===== config.mk =====
export PLATFORM = sky130hd
export DESIGN_NAME = oam_dma
export DESIGN_NICKNAME = d
export VERILOG_FILES = /design/src/rtl/q2a03_pkg.sv /design/src/rtl/oam_dma.sv
export SDC_FILE = /design/constraint.sdc
export NUM_CORES = 1
export LEC_CHECK = 0
export CORE_ASPECT_RATIO = 1.1
export CORE_MARGIN = 2
export CORE_UTILIZATION = 46
export DETAILED_ROUTE_END_ITERATION = 10
export PLACE_DENSITY = 0.79
export SYNTH_ARGS = -nofsm -noshare
export SYNTH_HDL_FRONTEND = slang
export SYNTH_SLANG_ARGS = --single-unit

===== constraint.sdc =====
create_clock -name I_clock -period 1.6 [get_ports I_clock]
set_input_delay 0.32 -clock I_clock [delete_from_list [all_inputs] [get_ports I_clock]]
set_output_delay 0.32 -clock I_clock [all_outputs]
set_load 0.03 [all_outputs]

===== src/rtl/q2a03_pkg.sv =====
// Shared definitions for the 2A03-style sprite DMA engine.
package q2a03_pkg;

   typedef enum logic [2:0] {
      IDLE  = 3'd0,
      HALT  = 3'd1,
      ALIGN = 3'd2,
      READ  = 3'd3,
      WRITE = 3'd4,
      DONE  = 3'd5
   } oam_state_t;

   localparam logic [15:0] OAM_DEST_ADDR  = 16'h2004;
   localparam int          OAM_XFER_BYTES = 256;

endpackage


===== src/rtl/oam_dma.sv =====
// Sprite DMA: copies one page of memory to a fixed write port, one
// read/write pair per byte, with an extra alignment cycle on odd starts.
module oam_dma
   import q2a03_pkg::*;
#(
   parameter int                     P_data_bits = 8,
   parameter int                     P_addr_bits = 16,
   parameter logic [P_addr_bits-1:0] P_dest_addr = P_addr_bits'(OAM_DEST_ADDR),
   parameter int                     P_length    = OAM_XFER_BYTES
) (
   input  logic                   I_clock,
   input  logic                   I_reset,
   input  logic                   I_start,
   input  logic [7:0]             I_page,
   input  logic                   I_odd,
   input  logic                   I_ready,
   input  logic [P_data_bits-1:0] I_data,
   output logic [P_addr_bits-1:0] O_addr,
   output logic                   O_wren,
   output logic [P_data_bits-1:0] O_data,
   output logic                   O_busy,
   output logic                   O_done
);

   localparam logic [7:0] LAST_COUNT = 8'(P_length - 1);

   oam_state_t             state, state_nxt;
   logic [7:0]             count;
   logic [7:0]             page;
   logic                   odd;
   logic                   first;
   logic [P_data_bits-1:0] hold;

   always_ff @(posedge I_clock or posedge I_reset) begin
      if (I_reset) state <= IDLE;
      else         state <= state_nxt;
   end

   always_comb begin
      state_nxt = state;
      case (state)
         IDLE:  if (I_start) state_nxt = HALT;
         HALT:  if (I_ready) state_nxt = odd ? ALIGN : READ;
         ALIGN: if (I_ready) state_nxt = READ;
         READ:  if (I_ready) state_nxt = WRITE;
         WRITE: if (I_ready) state_nxt = (count == LAST_COUNT) ? DONE : READ;
         DONE:  state_nxt = IDLE;
         default: state_nxt = IDLE;
      endcase
   end

   // first marks the cycle where read data is live on I_data; it is
   // captured then so a stalled write can finish from hold later.
   always_ff @(posedge I_clock or posedge I_reset) begin
      if (I_reset) begin
         count <= '0;
         page  <= '0;
         odd   <= 1'b0;
         first <= 1'b0;
         hold  <= '0;
      end else begin
         first <= (state == READ) && I_ready;
         case (state)
            IDLE: begin
               if (I_start) begin
                  page  <= I_page;
                  odd   <= I_odd;
                  count <= '0;
               end
            end
            WRITE: begin
               if (first)   hold  <= I_data;
               if (I_ready) count <= count + 8'd1;
            end
            default: ;
         endcase
      end
   end

   always_comb begin
      O_addr = '0;
      O_wren = 1'b0;
      O_data = '0;
      case (state)
         READ:  O_addr = P_addr_bits'({page, count});
         WRITE: begin
            O_addr = P_dest_addr;
            O_wren = I_ready;
            O_data = first ? I_data : hold;
         end
         default: ;
      endcase
   end

   assign O_busy = (state != IDLE);
   assign O_done = (state == DONE);

endmodule

==> qor.yml <==
sta:
  rsz0062_at_grt: "true"
  min_period_ns: 1.81
  finalHoldViolCount: 0
  period_share: 1.13
  skew_ns: 0.00356
  slew_viol_final: 0
  setup-tns-final_ns: -6.47
  setup_viol: 41
  max_freq_ghz: 0.552
  max_slew_margin: 0.744
  worst_pin_slew_ns: 0.383
  timing.final.ws_setup_ns: -0.210
clock_network:
  path_clk_slew_ns: 0.10
  worstSkewPairLatency_ns: 0.33
  cts_buffer_depth: 2
  ctsHtreeMaxLevel: 2
  cts_tree: "yes"
  clock_sinks: 29
  cts_root_buffer: "clkbuf_4"
  cts_buffers: 5
outcome:
  status: "finished with violations"
  violations: "negative setup slack"
global_routing:
  grt_pass1_vias: 1510
  grt_max_degree: 30
  grt_use_total: 0.262
  antenna_found_initial: 0
  overflow: 0
  grt_pass1_wl_microns: 7460
finish:
  antennaDiodeCount: 0
  finish.utilization: 0.806
  stdcell_area_sq_um: 2690
  seq_area_sq_um: 726
  multi_input_area_sq_um: 986
  final_nets: 252
  layout-drive-gt1-share: 0.541
  area_growth_pct: 69.0
  fill_cells: 199
critical_path:
  critical_path_required_ns: 1.28
  critical_path_class: "reg -> out"
  reg2reg_from: "state[1]"
  r2r_cells: 7
  crit_arrival_ns: 1.49
  worstSetupEndpointType: "output port"
  cp-startpoint: "first"
  crit_fanout: 9
  worstSetupStartpointType: "flip-flop"
drt:
  vias: 1470
  ant_nets: 0
  route.detailed.drc: 0
  drtPass1Iterations: 4
  wl_per_cell_microns: 18.2
  drt-initial-drc-count: 82
  post_drt_via_cell_ratio: 5.27
  routed_wl_microns: 5080
synth:
  ys_ff_latch: 29
  netlist_top_cells_count: "dfrtp_1, mux2_2, nor2_1"
  synth.most_common_cell: "dfrtp_1"
  ys_warn_count: 0
  yosysTopAreaCellShare: 0.457
  synth-seq-area-share: 0.457
  synth_edf_count: 0
  synth_cells: 151
  syn-cell-area_sq_um: 1590
  ys_top_cells_by_area: "dfrtp_1, mux2_2, mux2i_1"
  syn_avg_cell_area_sq_um: 10.5
  syn_nets: 173
  synth-main-ff-cell: "dfrtp_1"
  yosysTopAreaCell: "dfrtp_1"
  synth.distinct_cells: 38
  async_flop_share: 1.00
flow_run:
  max_cap_violations: 0
die:
  coreArea_sq_um: 3330
  num_rows: 22
  initial_core_util: 0.477
  ios: 48
  chipWidth_microns: 60.0
  dieArea_sq_um: 3940
  die_y_microns: 65.6
power_and_ir_drop:
  power_density_nw_per_um2: 1470
  ir_worst_vdd_mv: 0.884
  p_leak_uw: 0.00122
worst_hold_path:
  hp-class: "in -> async"
placed_design:
  dp_slack_ns: -0.120
  dp_hpwl_microns: 2740
  place.gp.congestion: 0.844
  dpl_cell_area_sq_um: 2170
  port_buffers: 47
## state kept, by name (all words and copies together) (netlist names)
| register | flops |
|---|---|
| hold | 8 |
| count | 8 |
| first | 1 |
| odd | 1 |
| state | 3 |
| page | 8 |
## worst max-delay path: stages (launching register included)
cell,delay [ns]
dfrtp_1,0.35
buf_4,0.21
mux2i_1,0.37
nor2_4,0.08
buf_6,0.14
## path summary, 6_finish.rpt
| check | endpoint | slack, ns |
|---|---|---|
| setup / recovery | O_data[1] | -0.21 |
| hold / removal | page[3] | 0.37 |
| setup reg to reg | page[1] | -0.18 |
| hold reg to reg | hold[5] | 0.52 |
| max in group asynchronous | hold[3] | 0.95 |
| min in group I_clock | hold[5] | 0.52 |
## timing repair
item                                    4_1_cts  5_1_grt
endpoints found under the hold margin         0        0
pin swaps                                    14        9
hold buffers                                  0        0
buffers inserted                              5        8
endpoints found under the setup margin       26       47
resized for setup                            71       27
gates cloned                                  2        2
## layer usage
| layer | vias to the layer above | wire, microns | global-route usage | share of wire |
|---|---|---|---|---|
| met1 | 728 | 2030 | 0.313 | 0.40 |
| li1 | 683 | - | - | - |
| met4 | 0 | 77 | 0.0806 | 0.015 |
| met2 | 50 | 2750 | 0.446 | 0.54 |
| met5 | - | 0 | 0 | 0 |
| met3 | 9 | 215 | 0.0768 | 0.042 |
## where the power goes
part / switching (uW) / leakage, uW / internal [uW]
Sequential: 191 / 0.000378 / 981
Clock: 278 / 0.0000382 / 214
Combinational: 1080 / 0.000799 / 1220
Total: 1540 / 0.00122 / 2410
## final cells by class
cell class | count | area share
tap | 48 | 0.0224
inverter | 2 | 0.00280
multi-input combinational | 112 | 0.367
sequential | 29 | 0.270
clock inverter | 2 | 0.00513
clock buffer | 6 | 0.0191
timing repair buffer | 80 | 0.313
## cell usage in the layout, fill, tap and decap left out, drive strengths merged, types with 2 or more instances in the layout
master / instances
xor2: 2
clkbuf: 8
clkinv: 2
a21oi: 5
clkdlybuf4s50: 20
mux2: 17
mux2i: 10
o21ai: 4
dfrtp: 29
buf: 58
nand2b: 3
and3: 3
and2: 14
nand2: 10
or2: 3
nand3: 3
nor3: 2
inv: 2
nor2: 19
nand4: 4
## cell families after synthesis
| kind of cell | count (synthesis) | share of synthesized area |
|---|---|---|
| fa+ha+maj | 1 | 0.00787 |
| buf+inv | 11 | 0.0362 |
| flops | 29 | 0.457 |
| simple gates | 65 | 0.228 |
| compound gates | 15 | 0.0717 |
| mux | 27 | 0.183 |
| xor+xnor | 3 | 0.0165 |
## through the flow
step / hold WS, ns / power [uW] / std cells
after floorplan: 0.398 / 2120 / 151
after global placement: 0.486 / 2620 / 255
after detailed placement: 0.489 / 2690 / 255
after CTS: 0.340 / 3590 / 269
after global routing: 0.422 / 4160 / 279
final: 0.372 / 3960 / 279
(Power assumes the default switching activity.)
